--- src/rtl/bind_change_monitor_if.sv ---
// Event-stream port of bind_change_monitor: the head record of the event FIFO
// together with its valid/ready handshake.
interface bind_change_monitor_if #(
    parameter int unsigned NUM_CH   = 2,
    parameter int unsigned WIDTH    = 1,
    parameter int unsigned TS_WIDTH = 16
);
    logic                      ev_valid;
    logic                      ev_ready;
    logic [TS_WIDTH-1:0]       ev_ts;
    logic [NUM_CH-1:0]         ev_mask;
    logic [NUM_CH*WIDTH-1:0]   ev_data;

    modport master (
        output ev_valid,
        output ev_ts,
        output ev_mask,
        output ev_data,
        input  ev_ready
    );

    modport slave (
        input  ev_valid,
        input  ev_ts,
        input  ev_mask,
        input  ev_data,
        output ev_ready
    );
endinterface

--- src/rtl/bind_change_monitor.sv ---
// Multi-channel change monitor: time-stamps every change of mon_in and queues
// {ts, mask, sample} records in a first-word-fall-through FIFO.
module bind_change_monitor #(
    parameter int unsigned NUM_CH    = 2,
    parameter int unsigned WIDTH     = 1,
    parameter int unsigned DEPTH     = 8,
    parameter int unsigned TS_WIDTH  = 16,
    parameter int unsigned CNT_WIDTH = 8
) (
    input  logic                          clk,
    input  logic                          rst,
    input  logic                          enable,
    input  logic                          clr,
    input  logic [NUM_CH*WIDTH-1:0]       mon_in,
    bind_change_monitor_if.master         ev,
    output logic [NUM_CH*CNT_WIDTH-1:0]   trans_cnt,
    output logic                          overflow,
    output logic [CNT_WIDTH-1:0]          drop_cnt,
    output logic [$clog2(DEPTH):0]        fifo_level
);
    localparam int unsigned PTR_W = $clog2(DEPTH);
    localparam int unsigned LVL_W = PTR_W + 1;
    localparam logic [LVL_W-1:0] FULL_LVL = LVL_W'(DEPTH);

    typedef enum logic [1:0] {
        DISABLED,
        ARM,
        RUN
    } state_e;

    typedef struct packed {
        logic [TS_WIDTH-1:0]     ts;
        logic [NUM_CH-1:0]       mask;
        logic [NUM_CH*WIDTH-1:0] data;
    } rec_t;

    state_e                              state_q, state_d;
    logic [NUM_CH*WIDTH-1:0]             prev_q, prev_d;
    logic [TS_WIDTH-1:0]                 ts_q;
    logic [NUM_CH-1:0][CNT_WIDTH-1:0]    cnt_q, cnt_d;
    logic                                ovf_q, ovf_d;
    logic [CNT_WIDTH-1:0]                drop_q, drop_d;
    logic [LVL_W-1:0]                    level_q, level_d;
    logic [PTR_W-1:0]                    wr_ptr_q, wr_ptr_d;
    logic [PTR_W-1:0]                    rd_ptr_q, rd_ptr_d;
    rec_t                                mem_q [DEPTH];

    logic              compare;
    logic [NUM_CH-1:0] mask;
    logic              push, pop, full, wr_en, drop;
    rec_t              rec_in, rec_head;

    // State machine and baseline sample
    always_comb begin
        state_d = state_q;
        prev_d  = prev_q;
        compare = 1'b0;
        case (state_q)
            DISABLED: begin
                if (enable) state_d = ARM;
            end
            ARM: begin
                prev_d  = mon_in;
                state_d = RUN;
            end
            RUN: begin
                if (enable) begin
                    compare = 1'b1;
                    prev_d  = mon_in;
                end else begin
                    state_d = DISABLED;
                end
            end
            default: state_d = DISABLED;
        endcase
    end

    always_comb begin
        mask = '0;
        for (int unsigned i = 0; i < NUM_CH; i++) begin
            mask[i] = compare && (mon_in[i*WIDTH +: WIDTH] != prev_q[i*WIDTH +: WIDTH]);
        end
    end

    // A push into a full FIFO survives only when the head leaves on the same edge
    assign push   = |mask;
    assign full   = (level_q == FULL_LVL);
    assign pop    = ev.ev_valid && ev.ev_ready;
    assign wr_en  = push && (!full || pop);
    assign drop   = push && full && !pop;
    assign rec_in = '{ts: ts_q, mask: mask, data: mon_in};

    always_comb begin
        level_d  = level_q;
        wr_ptr_d = wr_ptr_q;
        rd_ptr_d = rd_ptr_q;
        if (wr_en) wr_ptr_d = wr_ptr_q + PTR_W'(1);
        if (pop)   rd_ptr_d = rd_ptr_q + PTR_W'(1);
        case ({wr_en, pop})
            2'b10:   level_d = level_q + LVL_W'(1);
            2'b01:   level_d = level_q - LVL_W'(1);
            default: level_d = level_q;
        endcase
    end

    always_comb begin
        cnt_d  = cnt_q;
        drop_d = drop_q;
        ovf_d  = ovf_q;
        if (clr) begin
            cnt_d  = '0;
            drop_d = '0;
            ovf_d  = 1'b0;
        end else begin
            for (int unsigned i = 0; i < NUM_CH; i++) begin
                if (mask[i] && (cnt_q[i] != '1)) cnt_d[i] = cnt_q[i] + CNT_WIDTH'(1);
            end
            if (drop) begin
                ovf_d = 1'b1;
                if (drop_q != '1) drop_d = drop_q + CNT_WIDTH'(1);
            end
        end
    end

    always_ff @(posedge clk) begin
        if (rst) begin
            state_q  <= DISABLED;
            prev_q   <= '0;
            ts_q     <= '0;
            cnt_q    <= '0;
            ovf_q    <= 1'b0;
            drop_q   <= '0;
            level_q  <= '0;
            wr_ptr_q <= '0;
            rd_ptr_q <= '0;
        end else begin
            state_q  <= state_d;
            prev_q   <= prev_d;
            ts_q     <= ts_q + TS_WIDTH'(1);
            cnt_q    <= cnt_d;
            ovf_q    <= ovf_d;
            drop_q   <= drop_d;
            level_q  <= level_d;
            wr_ptr_q <= wr_ptr_d;
            rd_ptr_q <= rd_ptr_d;
        end
    end

    always_ff @(posedge clk) begin
        if (!rst && wr_en) mem_q[wr_ptr_q] <= rec_in;
    end

    // Storage is not reset, so head fields are forced to zero while empty
    assign rec_head    = mem_q[rd_ptr_q];
    assign ev.ev_valid = (level_q != '0);
    assign ev.ev_ts    = ev.ev_valid ? rec_head.ts   : '0;
    assign ev.ev_mask  = ev.ev_valid ? rec_head.mask : '0;
    assign ev.ev_data  = ev.ev_valid ? rec_head.data : '0;

    assign trans_cnt  = cnt_q;
    assign overflow   = ovf_q;
    assign drop_cnt   = drop_q;
    assign fifo_level = level_q;
endmodule
--- src/flat_wrapper.sv ---
// flat-port wrapper written by rule: the top's interface ports become plain ports
module bind_change_monitor_flat 
#(
    parameter int unsigned NUM_CH    = 2,
    parameter int unsigned WIDTH     = 1,
    parameter int unsigned DEPTH     = 8,
    parameter int unsigned TS_WIDTH  = 16,
    parameter int unsigned CNT_WIDTH = 8
)
  (clk, rst, enable, clr, mon_in, trans_cnt, overflow, drop_cnt, fifo_level, ev_ev_valid, ev_ev_ts, ev_ev_mask, ev_ev_data, ev_ev_ready);
  bind_change_monitor_if #(.NUM_CH(NUM_CH), .WIDTH(WIDTH), .TS_WIDTH(TS_WIDTH)) ev_i ();
  input  logic clk;
  input  logic rst;
  input  logic enable;
  input  logic clr;
  input  logic [NUM_CH*WIDTH-1:0] mon_in;
  output logic [NUM_CH*CNT_WIDTH-1:0] trans_cnt;
  output logic overflow;
  output logic [CNT_WIDTH-1:0] drop_cnt;
  output logic [$clog2(DEPTH):0] fifo_level;
  output wire logic [$bits(ev_i.ev_valid)-1:0] ev_ev_valid;
  output wire logic [$bits(ev_i.ev_ts)-1:0] ev_ev_ts;
  output wire logic [$bits(ev_i.ev_mask)-1:0] ev_ev_mask;
  output wire logic [$bits(ev_i.ev_data)-1:0] ev_ev_data;
  input wire logic [$bits(ev_i.ev_ready)-1:0] ev_ev_ready;
  assign ev_ev_valid = ev_i.ev_valid;
  assign ev_ev_ts = ev_i.ev_ts;
  assign ev_ev_mask = ev_i.ev_mask;
  assign ev_ev_data = ev_i.ev_data;
  assign ev_i.ev_ready = ev_ev_ready;
  bind_change_monitor #(.NUM_CH(NUM_CH), .WIDTH(WIDTH), .DEPTH(DEPTH), .TS_WIDTH(TS_WIDTH), .CNT_WIDTH(CNT_WIDTH)) u_core (.clk(clk), .rst(rst), .enable(enable), .clr(clr), .mon_in(mon_in), .ev(ev_i), .trans_cnt(trans_cnt), .overflow(overflow), .drop_cnt(drop_cnt), .fifo_level(fifo_level));
endmodule
--- config.mk ---
export PLATFORM = sky130hd
export DESIGN_NAME = bind_change_monitor_flat
export DESIGN_NICKNAME = d
export VERILOG_FILES = /design/src/rtl/bind_change_monitor_if.sv /design/src/rtl/bind_change_monitor.sv /design/src/flat_wrapper.sv
export SDC_FILE = /design/constraint.sdc
export NUM_CORES = 1
export LEC_CHECK = 0
export ABC_AREA = 1
export CORE_AREA = 8 8 183 185
export DETAILED_ROUTE_END_ITERATION = 10
export DIE_AREA = 0 0 191 193
export HOLD_SLACK_MARGIN = 0.08
export PLACE_DENSITY_LB_ADDON = 0.25
export SETUP_SLACK_MARGIN = 0.4
export SLEW_MARGIN = 10
export SYNTH_ARGS = -nofsm -noshare
export SYNTH_HDL_FRONTEND = slang
export SYNTH_SLANG_ARGS = --single-unit
--- constraint.sdc ---
create_clock -name clk -period 3.7 [get_ports clk]
set_input_delay 0.74 -clock clk [delete_from_list [all_inputs] [get_ports clk]]
set_output_delay 0.74 -clock clk [all_outputs]
set_load 0.01 [all_outputs]
==> metrics.txt, run 1 <==
register area share after synthesis 66.4%; kind of critical path flip-flop to output pin; xor-xnor portion of the synthesized cell area 1.27%; FILL cells 3043; io pins 57; Reg power frac 37.8%; Warnings, synthesis 0; leakage dissipation 3.75 nW; Max Clk Rate 0.314 GHz; number of nets in the layout 931; Slew @ Worst Pin just under 0.7 ns; count of TritonRoute iterations in the first routing pass 5; startpoint type of the worst setup path flip-flop; clk root buf sky130_fd_sc_hd__clkbuf_16; number of library cell types mapped by synthesis 34; hold wc startpoint u_core.rd_ptr_q[2]; post-DR wirelength/cell around 16 um; die boundary width 191 um; r2r setup slk 1.48 ns; number of instances on the worst hold path 2; CP endpoint kind output pin; Yosys top cell by area sky130_fd_sc_hd__edfxtp_1; Port Buffer Count 56; source-to-sink clock delay at the later pin of the worst-skew pair 0.51 ns; switching power of the nets between 2 and 2.5 mW; endpoint of the worst hold-timing path u_core.rd_ptr_q[2]; clock buffer count from CTS 24; fraction of registers with async set/reset 0%; first-pass GRT wire length 34.1 mm; final clock skew roughly 0.022 ns; DPL Wire Length 13.0 mm; Max Cap Violations 0; Overall Power 7.26 mW; Final Instance Area 11000 sq um; combinational fraction of design power 30.6%; dominant combinational cell family by area after synthesis simple AND/OR/NAND/NOR gates; Die Span Y 193 um; placed cell count 1288; Worst Path Required about 3 ns; area share of and/or/nand/nor cells after synthesis 15.1%; synth top area cells sky130_fd_sc_hd__edfxtp_1 (53%), sky130_fd_sc_hd__dfxtp_1 (13%), sky130_fd_sc_hd__nor2_1 (7.1%), sky130_fd_sc_hd__o21ai_0 (6.9%), sky130_fd_sc_hd__nand2_1 (3.2%); Post-Synthesis Net Count 863; Hold WS 0.458 ns; starting DRC count in detailed routing about 470; result of the run finished clean; hold_buf cts 0; arrival time at the worst endpoint between 2 and 2.5 ns; worst supply voltage drop on vdd around 0.3 mV; path category of the worst min-delay check flip-flop to flip-flop; mux contribution to synthesized area 0%; via/cell ratio around 4.6; buffers inserted during post-CTS setup optimization 0; pins over their slew limit 0; DR DRC count 0; number of antenna violations at the first check in global routing 0; internal power contribution 4.95 mW; number of antenna-violating nets in the routed design 0; share of post-route cells with drive strength above 1 10.1%; overall fraction of global-route tracks in use between 10 and 15%; fraction of power consumed by the clock network about a third; netlist area before placement 8980 sq um; number of sinks handled by clock tree synthesis around 220; final number of hold-violating endpoints 0; total of endpoints with negative setup slack in the final report 0; total routed wirelength 21.9 mm; starting density of the core 29.1%; post-synthesis compound-gate area fraction 12.0%; Synth top area share roughly 53%; via total after detailed routing 6177; number of synthesized flops with an enable pin 160; sum of negative setup slack 0 ns; P&R area growth vs syn 22.8%; H-tree depth 1; min cycle time layout 3.19 ns; endpoint of the lowest-slack register-to-register path u_core.mem_q[2][1]; max_slew headroom 55.1%; Worst R2R Path Depth 9; Antenna Diode Count 0; via count of the first global-routing pass 6135; synthesized instance count 849; most frequent cells in the layout sky130_fd_sc_hd__nor2_1 (163), sky130_fd_sc_hd__edfxtp_1 (160), sky130_fd_sc_hd__o21ai_0 (123), sky130_fd_sc_hd__nand2_1 (77), sky130_fd_sc_hd__dfxtp_1 (56); switching fraction of total power roughly a third; CORE AREA 30800 sq um; power per cell area between 600 and 700 nW/um^2; Layout Cells excl Fill 1335; number of synthesized register bits 218; TritonCTS clock tree yes; maximum number of pins on one net before global-route repair 48; maximum fanout count along the critical path 33; unrepaired setup endpoints after global routing yes; fin crit share 86.2%; clock-pin slew reported for the worst setup and hold paths after clock tree synthesis roughly 0.060 ns; row count 65; area of the die 36900 sq um; Worst R2R Start u_core.fifo_level[1]; clock tree buffer depth 3; overall overflow remaining after global route 0; most frequent standard cell in the layout excluding fill and tap cells sky130_fd_sc_hd__nor2_1; routability congestion estimate from global placement approximately 0.75; average cell area after synthesis 10.6 sq um; DP Area 10100 sq um; primary flip-flop cell chosen by synthesis mapping sky130_fd_sc_hd__edfxtp_1; fraction of the mapped netlist area in adder cells less than 1%
## synthesized netlist by cell type (6+ instances only)
master / n
sky130_fd_sc_hd__a21oi_1: 37
sky130_fd_sc_hd__a31oi_1: 20
sky130_fd_sc_hd__buf_2: 10
sky130_fd_sc_hd__clkbuf_1: 21
sky130_fd_sc_hd__dfxtp_1: 58
sky130_fd_sc_hd__edfxtp_1: 160
sky130_fd_sc_hd__ha_1: 7
sky130_fd_sc_hd__inv_1: 51
sky130_fd_sc_hd__inv_2: 6
sky130_fd_sc_hd__nand2_1: 77
sky130_fd_sc_hd__nand3_1: 22
sky130_fd_sc_hd__nand4_1: 11
sky130_fd_sc_hd__nor2_1: 169
sky130_fd_sc_hd__nor3_1: 12
sky130_fd_sc_hd__o21ai_0: 123
sky130_fd_sc_hd__o22ai_1: 20
sky130_fd_sc_hd__xnor2_1: 7
sky130_fd_sc_hd__xor2_1: 6
## worst max-delay path, stage by stage (launching register included)
cell and delay, ns:
sky130_fd_sc_hd__dfxtp_4 0.40, sky130_fd_sc_hd__inv_6 0.15, sky130_fd_sc_hd__bufbuf_16 0.34, sky130_fd_sc_hd__nor2_1 0.05, sky130_fd_sc_hd__o22ai_1 0.14, sky130_fd_sc_hd__o21ai_0 0.11, sky130_fd_sc_hd__a31oi_1 0.18, sky130_fd_sc_hd__clkdlybuf4s50_1 0.56
## state kept, by name (all words and copies together) (netlist names), named ones only
signal,flops
u_core.mem_q,160
u_core.trans_cnt,16
u_core.ts_q,16
u_core.drop_cnt,8
u_core.fifo_level,4
u_core.rd_ptr_q,3
u_core.wr_ptr_q,3
u_core.prev_q,2
u_core.state_q,2
u_core.overflow,1
## what timing repair did
item	CTS	global route
gates cloned	1	4
pin swaps	0	1
resized for setup	4	15
endpoints found under the setup margin	17	18
## cell families (layout without fill, tap and decap cells)
logic type                 after synthesis  in the layout
adders and majority gates                7              7
xor gates and xnor gates                13             13
DFF                                    218            218
buffers and inverters                   94            178
and+or+nand+nor                        312            312
AOI/OAI and AO/OA                      205            205
## per-layer routing
metal / vias to the layer above / GRT usage (%) / share of wire, %
li1: 3109 / - / -
met1: 2951 / 15.3 / 47
met2: 99 / 19.7 / 47
met3: 18 / 1.96 / 4.3
met4: 0 / 2.48 / 1.1
met5: - / 0 / 0
## worst max-delay path by stage
stage / end / slack (ns) / depth (start not counted)
after floorplan: u_core.mem_q[2][0] / 0.53 / 8
after global placement: u_core.fifo_level[2] / 0.67 / 13
after detailed placement: u_core.mem_q[2][19] / 0.67 / 11
after CTS: ev_ev_data[0] / 0.39 / 6
after global routing: ev_ev_data[0] / 0.39 / 5
final: ev_ev_ts[2] / 0.51 / 7
## power groups by stage
stage	Combinational, mW	Sequential [mW]	Clock [mW]
6_report	2.22	2.75	2.30
5_1_grt	2.47	2.75	2.47
4_1_cts	2.13	2.71	2.37
3_5_place_dp	2.06	2.76	0
3_3_place_gp	2.07	2.76	0
2_1_floorplan	1.18	2.75	0
## layout make-up
type / count / area, sq um / share of cell area (%)
sequential: 218 / 5970 / 54.1
timing repair buffer: 78 / 886 / 8.03
multi-input combinational: 537 / 2670 / 24.2
clock inverter: 9 / 82.6 / 0.748
inverter: 58 / 230 / 2.09
tap: 402 / 503 / 4.56
clock buffer: 33 / 688 / 6.24
## stage by stage
stage | utilization [%] | worst slack, ns
2_1_floorplan | - | 0.527
3_3_place_gp | 32.7 | 0.667
3_5_place_dp | 32.7 | 0.672
4_1_cts | 35.3 | 0.388
5_1_grt | 35.8 | 0.388
6_report | 35.8 | 0.510
(Power assumes the default switching activity.)
==> run 2: changes to the inputs <==
--- a/config.mk
+++ b/config.mk
@@ -6,11 +6,12 @@
 export NUM_CORES = 1
 export LEC_CHECK = 0
 export ABC_AREA = 1
-export CORE_AREA = 8 8 183 185
+export CORE_AREA = 8 8 203 205
 export DETAILED_ROUTE_END_ITERATION = 10
-export DIE_AREA = 0 0 191 193
+export DIE_AREA = 0 0 211 213
 export HOLD_SLACK_MARGIN = 0.08
 export PLACE_DENSITY_LB_ADDON = 0.25
+export REMOVE_ABC_BUFFERS = 1
 export SETUP_SLACK_MARGIN = 0.4
 export SLEW_MARGIN = 10
 export SYNTH_ARGS = -nofsm -noshare
==> constraint.sdc (replaced) <==
create_clock -name clk -period 2.55 [get_ports clk]
set_input_delay 0.51 -clock clk [delete_from_list [all_inputs] [get_ports clk]]
set_output_delay 0.51 -clock clk [all_outputs]
set_load 0.01 [all_outputs]
==> run 2 against run 1 <==
Against the previous run:
- critical endpoint is now ev_ev_ts[11]
- setup slack worse by 0.42 ns
- die area is 22% higher
- final cell count increased by 13%
==> metrics.txt, run 2 (synthesis results as in run 1) <==
source-to-sink clock delay at the later pin of the worst-skew pair 0.53 ns (was 0.51 ns); Port Buffer Count 56 (unchanged); row count 72 (was 65); max_slew headroom 69.8% (was 55.1%); clock tree buffer depth 3 (unchanged); Die Span Y 213 um (was 193 um); Worst R2R Start u_core.fifo_level[2] (was u_core.fifo_level[1]); total routed wirelength 23.5 mm (was 21.9 mm); endpoint of the lowest-slack register-to-register path u_core.mem_q[2][2] (was u_core.mem_q[2][1]); maximum fanout count along the critical path 7 (was 33); arrival time at the worst endpoint 1.95 ns (was 2.45 ns); path category of the worst min-delay check flip-flop to flip-flop (unchanged); pins over their slew limit 0 (unchanged); Worst R2R Path Depth 11 (was 9); overall fraction of global-route tracks in use 10.3% (was 11.6%); Antenna Diode Count 0 (unchanged); maximum number of pins on one net before global-route repair 41 (was 48); most frequent standard cell in the layout excluding fill and tap cells sky130_fd_sc_hd__edfxtp_1 (was sky130_fd_sc_hd__nor2_1); starting DRC count in detailed routing 344 (was 469); count of TritonRoute iterations in the first routing pass 6 (was 5); CORE AREA 38100 sq um (was 30800 sq um); number of nets in the layout 983 (was 931); pre-CTS setup slack 0.0428 ns (was 0.672 ns); clk root buf sky130_fd_sc_hd__clkbuf_16 (unchanged); total of endpoints with negative setup slack in the final report 0 (unchanged); TritonCTS clock tree yes (unchanged); final core area utilization 31.6% (was 35.8%); final number of hold-violating endpoints 0 (unchanged); worst setup margin 0.0926 ns (was 0.510 ns); clock-pin slew reported for the worst setup and hold paths after clock tree synthesis 0.06 ns (about the same); sum of negative setup slack 0 ns (unchanged); Worst Path Required 2.04 ns (was 2.96 ns); via count of the first global-routing pass 6440 (was 6135); final clock skew 0.0159 ns (was 0.0217 ns); via/cell ratio 4.32 (was 4.63); CP endpoint kind output pin (unchanged); via total after detailed routing 6503 (was 6177); P&R area growth vs syn 33.9% (was 22.8%); number of antenna violations at the first check in global routing 0 (unchanged); worst supply voltage drop on vdd 0.519 mV (was 0.299 mV); H-tree depth 1 (unchanged); result of the run finished clean (unchanged); startpoint type of the worst setup path flip-flop (unchanged); kind of critical path flip-flop to output pin (unchanged); power per cell area 988 nW/um^2 (was 658 nW/um^2); FILL cells 3825 (was 3043); fin crit share 96.4%; Largest register FFs 160 (unchanged); Overall Power 11.9 mW (was 7.26 mW); first-pass GRT wire length 37.0 mm (was 34.1 mm); clock buffer count from CTS 25 (was 24); Largest Register u_core.mem_q (unchanged); Final Instance Area 12000 sq um (was 11000 sq um); hold_buf cts 0 (unchanged); Max Clk Rate 0.407 GHz; io pins 57 (unchanged); most frequent cells in the layout sky130_fd_sc_hd__edfxtp_1 (160), sky130_fd_sc_hd__nor2_1 (157), sky130_fd_sc_hd__nand2_1 (77), sky130_fd_sc_hd__o21ai_0 (77), sky130_fd_sc_hd__dfxtp_1 (54) (was sky130_fd_sc_hd__nor2_1 (163), sky130_fd_sc_hd__edfxtp_1 (160), sky130_fd_sc_hd__o21ai_0 (123), sky130_fd_sc_hd__nand2_1 (77), sky130_fd_sc_hd__dfxtp_1 (56)); min cycle time layout 2.46 ns; number of antenna-violating nets in the routed design 0 (unchanged); Max Cap Violations 0 (unchanged); routability congestion estimate from global placement 0.761 (was 0.752); unrepaired setup endpoints after global routing yes (unchanged); area of the die 44900 sq um (was 36900 sq um); number of sinks handled by clock tree synthesis 218 (unchanged); overall overflow remaining after global route 0 (unchanged); starting density of the core 23.6% (was 29.1%); r2r setup slk 0.54 ns (was 1.48 ns); critical path capture point ev_ev_ts[11] (was ev_ev_ts[2]); Slew @ Worst Pin 0.448 ns (was 0.673 ns); DPL Wire Length 13.8 mm (was 13.0 mm); DP Area 10600 sq um (was 10100 sq um); die boundary width 211 um (was 191 um); share of post-route cells with drive strength above 1 19.2% (was 10.1%); post-DR wirelength/cell 15.6 um (was 16.4 um); DR DRC count 0 (unchanged); leakage dissipation 4.20 nW (was 3.75 nW)
-- run 2: cell count changes in the layout (fill, tap and decap cells not counted), moves of 6 or more --
cell,previous run,this run
sky130_fd_sc_hd__buf_12,5,22
sky130_fd_sc_hd__buf_16,0,6
sky130_fd_sc_hd__buf_2,0,19
sky130_fd_sc_hd__buf_4,12,30
sky130_fd_sc_hd__buf_6,0,10
sky130_fd_sc_hd__clkdlybuf4s50_1,55,34
sky130_fd_sc_hd__nor2_1,163,157
sky130_fd_sc_hd__nor2_2,9,15
sky130_fd_sc_hd__o21ai_0,123,77
sky130_fd_sc_hd__o21ai_1,3,41
sky130_fd_sc_hd__o21ai_2,0,8
-- run 2: final cells by class --
class,count,area (sq um),share of cell area (%)
inverter,58,230,1.91
clock buffer,32,652,5.42
timing repair buffer,129,1550,12.8
multi-input combinational,537,2800,23.3
tap,518,648,5.39
clock inverter,14,180,1.50
sequential,218,5980,49.7
-- run 2: metrics by stage --
step,hold slack (ns),instances
after floorplan,0.433,813
after global placement,0.449,1426
after detailed placement,0.458,1426
after CTS,0.465,1499
after global routing,0.490,1506
final,0.460,1506
-- run 2: power by group --
part / internal [mW] / total, mW / switching (mW)
clock network: 2.22 / 3.62 / 1.40
registers: 3.86 / 3.93 / 0.0795
logic: 2.07 / 4.33 / 2.26
total: 8.14 / 11.9 / 3.74
-- run 2: worst min path at each step --
stage                              end  cells after the start  slack, ns               start
finish              u_core.rd_ptr_q[2]                      2       0.46  u_core.rd_ptr_q[2]
global route        u_core.rd_ptr_q[2]                      2       0.49  u_core.rd_ptr_q[2]
CTS                 u_core.rd_ptr_q[2]                      2       0.47  u_core.rd_ptr_q[2]
detailed placement           flip-flop                      2       0.46  u_core.rd_ptr_q[2]
global placement             flip-flop                      2       0.45  u_core.rd_ptr_q[2]
floorplan                    flip-flop                      2       0.43  u_core.rd_ptr_q[2]
-- run 2: worst max-delay path, cell delays in order, from the launching register on --
cell,delay [ns]
sky130_fd_sc_hd__dfxtp_4,0.40
sky130_fd_sc_hd__buf_12,0.15
sky130_fd_sc_hd__buf_12,0.12
sky130_fd_sc_hd__buf_8,0.11
sky130_fd_sc_hd__o21ai_2,0.05
sky130_fd_sc_hd__o22ai_1,0.16
sky130_fd_sc_hd__o21ai_1,0.09
sky130_fd_sc_hd__a31oi_1,0.18
sky130_fd_sc_hd__buf_2,0.17
-- run 2: timing repair --
action	in CTS	in global routing
endpoints found under the hold margin	0	0
endpoints found under the setup margin	72	23
pin swaps	6	44
buffers inserted	19	5
gates cloned	8	2
resized for setup	126	66
-- run 2: per-layer routing --
| metal | global-route usage, % | share of wire (%) | up-vias |
|---|---|---|---|
| li1 | - | - | 3227 |
| met3 | 2.60 | 5.8 | 35 |
| met1 | 13.7 | 47 | 3095 |
| met2 | 16.8 | 45 | 146 |
| met5 | 0 | 0 | - |
| met4 | 2.32 | 1.9 | 0 |
